$ cat src/rtl/loader_pkg.sv
// loader_pkg: shared types and constants for the boot-time instruction loader.
//   state_t        - loader FSM states (LOAD, HOLD, RUN, ERROR)
//   BYTES_PER_WORD - bytes packed into each 32-bit instruction word
//   LANE_W         - width of the byte-lane index inside a word
package loader_pkg;

  localparam int unsigned BYTES_PER_WORD = 4;
  localparam int unsigned LANE_W         = $clog2(BYTES_PER_WORD);

  typedef enum logic [1:0] {
    LOAD,
    HOLD,
    RUN,
    ERROR
  } state_t;

endpackage

$ cat src/rtl/inst_loader_byte_packer.sv
// byte_packer: assembles a little-endian byte stream into 32-bit words.
// Ports:
//   clk, rst    - clock, synchronous active-high reset (clears byte counter)
//   accept      - a byte handshake happens this cycle
//   data, last  - byte payload and end-of-image marker for the accepted byte
//   word_valid  - this handshake completes a word (combinational pulse)
//   word_last   - the completing byte carries last
//   short_last  - last arrived on lane 0..2 (partial final word)
//   word        - assembled word, valid alongside word_valid
module byte_packer
  import loader_pkg::*;
(
  input  logic        clk,
  input  logic        rst,
  input  logic        accept,
  input  logic [7:0]  data,
  input  logic        last,
  output logic        word_valid,
  output logic        word_last,
  output logic        short_last,
  output logic [31:0] word
);

  localparam logic [LANE_W-1:0] LAST_LANE = LANE_W'(BYTES_PER_WORD - 1);

  logic [LANE_W-1:0] byte_cnt;
  // Lower three lanes, shifted in from the top so byte 0 settles in [7:0].
  logic [23:0]       partial;

  always_ff @(posedge clk) begin
    if (rst) begin
      byte_cnt <= '0;
      partial  <= '0;
    end else if (accept) begin
      byte_cnt <= byte_cnt + 1'b1;
      if (byte_cnt != LAST_LANE) begin
        partial <= {data, partial[23:8]};
      end
    end
  end

  // The fourth byte is merged directly so the FSM can register the write on
  // the same edge as the completing handshake.
  always_comb begin
    word_valid = accept && (byte_cnt == LAST_LANE);
    word_last  = word_valid && last;
    short_last = accept && last && (byte_cnt != LAST_LANE);
    word       = {data, partial};
  end

endmodule

$ cat src/rtl/inst_loader.sv
// inst_loader: boot-time loader that streams a byte image into the core's
// instruction memory, holds the core in reset while loading, then releases it.
// Ports:
//   clk, rst            - clock, synchronous active-high reset
//   s_valid/s_data/s_last/s_ready - byte stream handshake
//   imem_we/imem_addr/imem_wdata  - single-cycle instruction-memory write
//   cpu_rstn            - active-low reset to the core
//   done                - image loaded and core released
//   err                 - sticky load error (short final word, overflow, bad checksum)
// Build option: LOADER_CHECKSUM_EN - final word is a mod-2^32 checksum of the
//   preceding words; it is compared, never written.
module inst_loader
  import loader_pkg::*;
#(
  parameter int unsigned NUM_INSTS   = 512,
  parameter int unsigned ADDR_W      = 9,
  parameter int unsigned HOLD_CYCLES = 4
) (
  input  logic              clk,
  input  logic              rst,
  input  logic              s_valid,
  input  logic [7:0]        s_data,
  input  logic              s_last,
  output logic              s_ready,
  output logic              imem_we,
  output logic [ADDR_W-1:0] imem_addr,
  output logic [31:0]       imem_wdata,
  output logic              cpu_rstn,
  output logic              done,
  output logic              err
);

  localparam int unsigned       HOLD_W    = $clog2(HOLD_CYCLES + 1);
  localparam logic [HOLD_W-1:0] HOLD_LAST = HOLD_W'(HOLD_CYCLES - 1);
  localparam logic [ADDR_W:0]   FULL      = (ADDR_W + 1)'(NUM_INSTS);

  state_t            state;
  logic [ADDR_W:0]   word_cnt;
  logic [HOLD_W-1:0] hold_cnt;
  logic              accept;
  logic              word_valid;
  logic              word_last;
  logic              short_last;
  logic [31:0]       word;
`ifdef LOADER_CHECKSUM_EN
  logic [31:0]       sum;
`endif

  always_comb begin
    s_ready = (state == LOAD);
    accept  = s_valid && s_ready;
  end

  byte_packer u_packer (
    .clk        (clk),
    .rst        (rst),
    .accept     (accept),
    .data       (s_data),
    .last       (s_last),
    .word_valid (word_valid),
    .word_last  (word_last),
    .short_last (short_last),
    .word       (word)
  );

  always_ff @(posedge clk) begin
    if (rst) begin
      state      <= LOAD;
      word_cnt   <= '0;
      hold_cnt   <= '0;
      imem_we    <= 1'b0;
      imem_addr  <= '0;
      imem_wdata <= '0;
      cpu_rstn   <= 1'b0;
      done       <= 1'b0;
      err        <= 1'b0;
`ifdef LOADER_CHECKSUM_EN
      sum        <= '0;
`endif
    end else begin
      imem_we <= 1'b0;
      unique case (state)
        LOAD: begin
          if (accept) begin
`ifdef LOADER_CHECKSUM_EN
            // Checksum word is exempt from capacity, so a full memory still
            // accepts bytes; only a further non-final word overflows.
            if (short_last) begin
              state <= ERROR;
              err   <= 1'b1;
            end else if (word_last) begin
              if (word == sum) begin
                state    <= HOLD;
                hold_cnt <= '0;
              end else begin
                state <= ERROR;
                err   <= 1'b1;
              end
            end else if (word_valid) begin
              if (word_cnt == FULL) begin
                state <= ERROR;
                err   <= 1'b1;
              end else begin
                imem_we    <= 1'b1;
                imem_addr  <= word_cnt[ADDR_W-1:0];
                imem_wdata <= word;
                sum        <= sum + word;
                word_cnt   <= word_cnt + 1'b1;
              end
            end
`else
            if (word_cnt == FULL || short_last) begin
              state <= ERROR;
              err   <= 1'b1;
            end else if (word_valid) begin
              imem_we    <= 1'b1;
              imem_addr  <= word_cnt[ADDR_W-1:0];
              imem_wdata <= word;
              if (word_last) begin
                state    <= HOLD;
                hold_cnt <= '0;
              end else begin
                word_cnt <= word_cnt + 1'b1;
              end
            end
`endif
          end
        end
        HOLD: begin
          if (hold_cnt == HOLD_LAST) begin
            state    <= RUN;
            cpu_rstn <= 1'b1;
            done     <= 1'b1;
          end else begin
            hold_cnt <= hold_cnt + 1'b1;
          end
        end
        RUN: begin
        end
        ERROR: begin
        end
        default: begin
          state <= ERROR;
          err   <= 1'b1;
        end
      endcase
    end
  end

endmodule
$ cat config.mk
export PLATFORM = sky130hd
export DESIGN_NAME = inst_loader
export DESIGN_NICKNAME = d
export VERILOG_FILES = /design/src/rtl/loader_pkg.sv /design/src/rtl/inst_loader_byte_packer.sv /design/src/rtl/inst_loader.sv
export SDC_FILE = /design/constraint.sdc
export NUM_CORES = 1
export LEC_CHECK = 0
export BUFFER_PORTS_ARGS = -buffer_cell sky130_fd_sc_hd__buf_4
export CAP_MARGIN = 20
export CELL_PAD_IN_SITES_DETAIL_PLACEMENT = 2
export CELL_PAD_IN_SITES_GLOBAL_PLACEMENT = 2
export CORE_ASPECT_RATIO = 1.2
export CORE_UTILIZATION = 32
export CTS_CLUSTER_SIZE = 12
export DETAILED_ROUTE_END_ITERATION = 10
export GPL_TIMING_DRIVEN = 0
export PLACE_DENSITY = 0.87
export RECOVER_POWER = 50
export SLEW_MARGIN = 0
export SYNTH_ARGS = -nofsm -noshare
export SYNTH_HDL_FRONTEND = slang
export SYNTH_SLANG_ARGS = --single-unit
$ cat constraint.sdc
create_clock -name clk -period 2 [get_ports clk]
set_input_delay 0.2 -clock clk [delete_from_list [all_inputs] [get_ports clk]]
set_output_delay 0.2 -clock clk [all_outputs]
set_load 0.005 [all_outputs]
* Word-level counts from Yosys, hierarchy flattened
Index checks and enable logic that the tools add are counted.
Storage, ports and cells: bits in registers 85, output and inout port bits 46
Operators by class: multiplexer cells 13, reductions and logical operators 16, equal/unequal tests 13, add/subtract/negate cells 3, bitwise operators 4
Operator list (count):
- $mux 3 | 5
- $add 10x1->10 const B | 1
- $eq 10x10->1 const B | 1
- $mux 2 | 5
- $reduce_and 5->1 | 2
- $ne 2x2->1 const B | 4
- $ne 2x1->1 const B | 3
- $ne 3x1->1 const B | 2
- $pmux 3 s2 | 1
- $reduce_and 6->1 | 1
- $logic_and 1x1->1 | 5
- $not 1->1 | 4
- $pmux 2 s2 | 1
- $reduce_and 2->1 | 2
- $reduce_and 4->1 | 1
- $reduce_or 4->1 | 1
- $add 3x1->3 const B | 1
- $eq 3x2->1 const B | 1
- $reduce_and 3->1 | 1
- $add 2x1->2 const B | 1
- $eq 2x1->1 const B | 1
- $eq 2x2->1 const B | 1
- $logic_not 2->1 | 1
- $reduce_bool 2->1 | 1
- 2 further kinds | 2

* Logic depth before layout (Yosys ltp)
Gate-level depths: netlist of run 1.
word-level depth 9, gate-level depth with buffers 8, mapped depth without buffers 6

* By module
A second synthesis of run 1 with hierarchy kept.
Unflattened totals: cells, all modules 395, area, all modules 3956.3 um2
Modules (own cells, without submodules):
- inst_loader | sequential area each 1181.1 um2, area an instance 2790.2 um2, cells each 286, instances 1
- byte_packer | sequential area each 520.5 um2, area an instance 1166.1 um2, cells each 109, instances 1

* Least setup slack after synthesis of run 1
Ideal clock, no wire load.
path type reg-to-reg, start point register word_cnt[0], end point register word_cnt[0], slack 369 ps, data required time 1879 ps, buffers on the path 0, stages on the path, launching flop included 6, arrival time 1510 ps, cells stage by stage dfxtp_1 > inv_1 > ha_1 > and4_1 > nor3_1 > mux2_2
Between the ends: word-level cells in the longest chain between the ends 4
RTL lines:
- from (decl) | RTL line inst_loader.sv:38 | logic [ADDR_W:0] word_cnt;
- from (signal assigned) | RTL line inst_loader.sv:123 | word_cnt <= word_cnt + 1'b1;
- branches (longest 4 deep; another with $add 10x1->10)
Parallel ways; which one is timed is not known. A chain may end at the register's enable or synchronous reset.

* Worst setup path after layout of run 1
Ends and elaborated chain as after synthesis.

==> out/metrics.csv, run 1 <==
metric;value;unit
status;finished, final reports clean;
Worst Hold End;u_packer.partial[20]$_SDFFE_PP0P_;
Worst-Skew Late Latency;0.34;ns
vias in the first global route;3242;
area leader, netlist;dfxtp_1;
setup violators final;0;
CP Capture Type;flip-flop;
Die X;95.0;um
TritonCTS clock tree;built;
DIE HEIGHT;114;um
design area;0.00424;mm2
Placed Cells;576;
Hold Startpoint;s_data[4];
CP max FO;5;
root buf cell;clkbuf_16;
I/O Pins;58;
syn_area_per_cell;8.42;um2
Power Dens Cells;904;mW/mm2
worst slack at placement;0.0521;ns
Synth area leaders;dfxtp_1 (51%), nand2_1 (14%), a21oi_1 (10%);
first-pass GRT wire length;17000;um
starting density of the core;0.330;
fin crit share;0.972;
critical path class;reg2reg;
dpl cell area;0.00390;mm2
TritonCTS Buffers;9;
Worst VDD drop;0.504;mV
Tot GR Track Use;0.212;
Psw;0.854;mW
RR Endpoint;word_cnt[0]$_SDFFE_PP0P_;
Reg clk slew, reported paths;0.06;ns
post-synth top area share;0.513;
Max-Slew Margin vs Limit;0.591;
Synth Instances;394;
Netlist Area Pre-Place;0.00332;mm2
PortBufs;56;
DRT antenna net count;0;
area delta synth->final;27.6;%
ys async rst share;0;
Routed WL per cell;17.9;um
worst r2r src;word_cnt[0]$_SDFFE_PP0P_;
largest net degree at the start of global routing;14;
dpl hpwl;7370;um
RSZ-0062 raised after global routing;false;
internal power;2.98;mW
clk buf depth;2;
total gr overflow;0;
crit path DAT;2.17;ns
sequential element share of the synthesized area;0.513;
MaxCap Viol Count;0;
Yosys reg bits;85;
Power Total;3.83;mW
Comb pwr share;0.063;
Ys Warns;0;
final hold violation count;0;
cts hold-fix bufs;0;
final core occ;0.421;
Rows;40;
Final min period;1.94;ns
CTS Sinks;85;
Req. time, crit path;2.22;ns
Worst Hold Depth;3;
DRC;0;
Non-Filler Instances;595;
die area;0.0108;mm2
worst hold slack;0.123;ns
reg2reg path depth;5;
H-tree depth;3;
layout cells sized above 1;0.209;
Syn Nets;411;
slack of the critical path;0.0559;ns
leakage power;1.58;nW
core area;0.0101;mm2
reg2reg setup slack;0.06;ns
Slew @ Worst Pin;0.613;ns
fin. max-slew vios;0;
Synth top cells by count;nand2_1 (126), dfxtp_1 (85), a21oi_1 (69);
Hold WC Path Type;in2reg;
CP Launch Type;flip-flop;
most frequent cell after synthesis;nand2_1;
Main synth FF type;dfxtp_1;
nets;481;
drt total wl;10600;um
initial DRC count;61;
clock share of power;0.480;
Seq pwr share;0.457;
skew final;0.00693;ns
DR vias;3011;
Yosys cell types;45;
Sw Ratio;0.223;
EDFF count, synth;0;
Setup TNS;0;ns
GP Congestion;0.769;
maximum clock rate;514;MHz
Initial DRT Pass Iterations;4;
initial antenna violation count;0;
vias per cell;5.06;
ANT cells;0;
==> worst max-delay path, cell delays in order, from the launching register on <==
cell	delay (ns)
dfxtp_1	0.43
inv_1	0.11
ha_1	0.27
and4_1	0.27
nor3_1	0.35
mux2_2	0.40
==> power by group through the flow <==
| stage | Clock (mW) | Sequential [mW] | Combinational (mW) |
|---|---|---|---|
| 6_report | 1.84 | 1.75 | 0.241 |
| 5_1_grt | 1.92 | 1.75 | 0.263 |
| 4_1_cts | 1.87 | 1.75 | 0.236 |
| 3_5_place_dp | 0 | 1.79 | 0.228 |
| 3_3_place_gp | 0 | 1.79 | 0.214 |
| 2_1_floorplan | 0 | 1.78 | 0.143 |
==> cell usage in the layout (no fill, tap or decap), types with 3 or more instances in the layout <==
| master | instances |
|---|---|
| clkbuf_1 | 14 |
| xor2_1 | 4 |
| nand2b_1 | 6 |
| buf_2 | 7 |
| a21oi_1 | 69 |
| ha_1 | 4 |
| clkbuf_16 | 9 |
| inv_1 | 5 |
| a22oi_1 | 4 |
| nand2_1 | 126 |
| nand3_1 | 4 |
| nor2_1 | 18 |
| clkbuf_4 | 43 |
| o31ai_1 | 3 |
| dfxtp_1 | 85 |
| o21ai_0 | 4 |
| buf_6 | 9 |
| buf_4 | 15 |
==> sequential cells by signal, indices dropped and copies added, names as in the netlist, 2 cells and up <==
register	flops
hold_cnt	3
imem_addr	9
imem_wdata	32
state	2
u_packer.byte_cnt	2
u_packer.partial	24
word_cnt	10
==> area by class of cell <==
cell class	count	area, um2
clock buffer	12	256
inverter	5	18.8
fill	1139	5820
buffer	29	194
sequential	85	1700
clock inverter	4	70.1
multi-input combinational	275	1410
timing repair buffer	59	432
tap	126	158
==> logic make-up after synthesis <==
family,synth area share
AO/OA/AOI/OAI,0.148
buffers and inverters,0.0633
AND/OR/NAND/NOR,0.235
adder cells (fa/ha/maj),0.0189
multiplexers,0.00641
XOR/XNOR,0.0158
flip-flops,0.513
==> how the worst max path moves through the flow <==
stage                     cells past startpoint                              start                     endpoint
final                                         5           word_cnt[0]$_SDFFE_PP0P_     word_cnt[0]$_SDFFE_PP0P_
after global routing                          5           word_cnt[0]$_SDFFE_PP0P_     word_cnt[0]$_SDFFE_PP0P_
after CTS                                     6           word_cnt[2]$_SDFFE_PP0P_  imem_wdata[12]$_SDFFE_PP0P_
after detailed placement                      7  u_packer.byte_cnt[0]$_SDFFE_PP0P_  imem_wdata[26]$_SDFFE_PP0P_
after global placement                        7  u_packer.byte_cnt[0]$_SDFFE_PP0P_    imem_addr[7]$_SDFFE_PP0P_
after floorplan                               5           word_cnt[0]$_SDFFE_PP0P_     word_cnt[0]$_SDFFE_PP0P_
==> repair_timing <==
item,in CTS,in global routing
setup endpoints to repair,4,19
endpoints found under the hold margin,0,0
setup buffers,1,2
gates resized for setup,0,3
pin swaps,0,1
==> routing by layer <==
metal  up-vias  wire (um)  track usage  part of all wire
met3        19        210       0.0273             0.020
met5         -          0            0                 0
li1       1448          -            -                 -
met2        49       5880        0.386              0.55
met4         0        253        0.105             0.024
met1      1495       4300        0.239              0.40
(Power assumes the default switching activity.)
==> inputs of run 2 (changes only) <==
--- a/config.mk
+++ b/config.mk
@@ -10,11 +10,12 @@
 export CELL_PAD_IN_SITES_DETAIL_PLACEMENT = 2
 export CELL_PAD_IN_SITES_GLOBAL_PLACEMENT = 2
 export CORE_ASPECT_RATIO = 1.2
-export CORE_UTILIZATION = 32
+export CORE_UTILIZATION = 34
+export CTS_BUF_LIST = sky130_fd_sc_hd__clkbuf_4 sky130_fd_sc_hd__clkbuf_8
 export CTS_CLUSTER_SIZE = 12
 export DETAILED_ROUTE_END_ITERATION = 10
 export GPL_TIMING_DRIVEN = 0
-export PLACE_DENSITY = 0.87
+export PLACE_DENSITY = 0.91
 export RECOVER_POWER = 50
 export SLEW_MARGIN = 0
 export SYNTH_ARGS = -nofsm -noshare
==> run 2 against run 1 <==
  * Core utilization increased by 0.63 points
  * Cell count decreased by 0.84%
  * Fmax increased by 2.2%
  * Critical path depth increased by 1
==> out/metrics.csv, run 2 (synthesis gave the netlist of run 1 again) <==
metric;value;unit
status;finished, final reports clean;
number of flip-flops under the largest register name;32;
Slew @ Worst Pin;0.627;ns
Non-Filler Instances;590;
CTS Sinks;85;
initial DRC count;91;
setup violators final;0;
total gr overflow;0;
fin crit share;0.951;
CP Capture Type;flip-flop;
die area;0.0102;mm2
Req. time, crit path;2.28;ns
core area;0.00952;mm2
crit path DAT;2.18;ns
Initial DRT Pass Iterations;4;
starting density of the core;0.349;
Sw Ratio;0.260;
DIE HEIGHT;110;um
CP bufs+invs;1;
area delta synth->final;22.5;%
clk buf depth;2;
PortBufs;56;
drt total wl;10200;um
CP max FO;9;
RSZ-0062 raised after global routing;false;
final core occ;0.427;
family with the most delay on the worst path;simple AND/OR/NAND/NOR gates;
GP Congestion;0.797;
DRC;0;
dpl hpwl;7340;um
slowest cell delay on critical path;0.43;ns
Largest Register;imem_wdata;
Placed Cells;573;
Regs by FF count;imem_wdata x32, u_packer.partial x24, word_cnt x10;
Worst VDD drop;0.264;mV
ANT cells;0;
cts hold-fix bufs;0;
CP cell instances;ha_2 -> and4bb_2 -> buf_6 -> nand4_1 -> or3_1 -> a21oi_1;
worst hold slack;0.0935;ns
nets;479;
largest net degree at the start of global routing;15;
Reg clk slew, reported paths;0.09;ns
CP Launch Type;flip-flop;
I/O Pins;58;
DR vias;2961;
H-tree depth;3;
leakage power;1.50;nW
Power Total;3.09;mW
internal power;2.29;mW
DRT antenna net count;0;
most common cell after layout, fill and taps aside;nand2_1;
Hold WC Path Type;in2reg;
critical path class;reg2reg;
maximum clock rate;526;MHz
Setup TNS;0;ns
Routed WL per cell;17.3;um
root buf cell;clkbuf_8;
Psw;0.805;mW
Comb pwr share;0.073;
Die X;92.2;um
initial antenna violation count;0;
Tot GR Track Use;0.212;
first-pass GRT wire length;16300;um
Rows;39;
Final min period;1.90;ns
MaxCap Viol Count;0;
Worst-Skew Late Latency;0.37;ns
Power Dens Cells;761;mW/mm2
vias per cell;5.02;
skew final;0.0120;ns
clock share of power;0.361;
Slowest cell on crit path;or3_1;
Seq pwr share;0.565;
TritonCTS Buffers;9;
layout cells sized above 1;0.208;
final hold violation count;0;
commonest non-fill, non-tap cells in the layout;nand2_1 (126), dfxtp_1 (85), a21oi_1 (69);
TritonCTS clock tree;built;
vias in the first global route;3273;
reg2reg setup slack;0.1;ns
Max-Slew Margin vs Limit;0.582;
fin. max-slew vios;0;
-- run 2: changes by cell type in the layout (fill, tap and decap cells not counted), sizes merged --
| cell | delta |
|---|---|
| buf | -3 |
| clkinv | +2 |
| bufinv | -2 |
| clkinvlp | +2 |
| clkbuf | -1 |
-- run 2: power by group through the flow --
stage | clock network (mW) | registers [mW] | logic (mW)
after floorplan | 0 | 1.78 | 0.143
after global placement | 0 | 1.79 | 0.213
after detailed placement | 0 | 1.79 | 0.226
after CTS | 1.15 | 1.75 | 0.231
after global routing | 1.22 | 1.75 | 0.249
final | 1.12 | 1.75 | 0.226
-- run 2: timing repair --
item,CTS,global route
setup endpoints to repair,2,22
resized for setup,1,3
setup buffers,0,1
-- run 2: path summary, 6_finish.rpt --
| kind | startpoint | endpoint | depth (start not counted) |
|---|---|---|---|
| max reg2reg | u_packer.byte_cnt[0]$_SDFFE_PP0P_ | word_cnt[9]$_SDFFE_PP0P_ | 6 |
| max | u_packer.byte_cnt[0]$_SDFFE_PP0P_ | word_cnt[9]$_SDFFE_PP0P_ | 6 |
| min | s_data[0] | u_packer.partial[16]$_SDFFE_PP0P_ | 3 |
| min reg2reg | imem_wdata[4]$_SDFFE_PP0P_ | imem_wdata[4]$_SDFFE_PP0P_ | 2 |
-- run 2: per-layer routing --
metal | global-route usage | share of wire
met3 | 0.0466 | 0.029
met5 | 0 | 0
met1 | 0.235 | 0.41
met2 | 0.392 | 0.54
met4 | 0.0871 | 0.021
-- run 2: area by class of cell --
class | instances | area, um2
plain buffers | 29 | 196
clock buffers | 10 | 138
clock inverters | 6 | 38.8
fillers | 1101 | 5450
inverters | 5 | 18.8
multi-input cells | 275 | 1400
flip-flops and latches | 85 | 1700
well taps | 123 | 154
repair buffers | 57 | 417
-- run 2: worst min-delay path: stages --
cell and delay (ns):
buf_4 0.11, nand2_1 0.05, a21oi_1 0.05
-- run 2: through the flow --
stage | setup WS, ns | instance area (um2)
2_1_floorplan | 0.369 | 3320
3_3_place_gp | 0.154 | 3890
3_5_place_dp | 0.0141 | 3890
4_1_cts | 0.0146 | 4070
5_1_grt | 0.0366 | 4070
6_report | 0.0978 | 4070
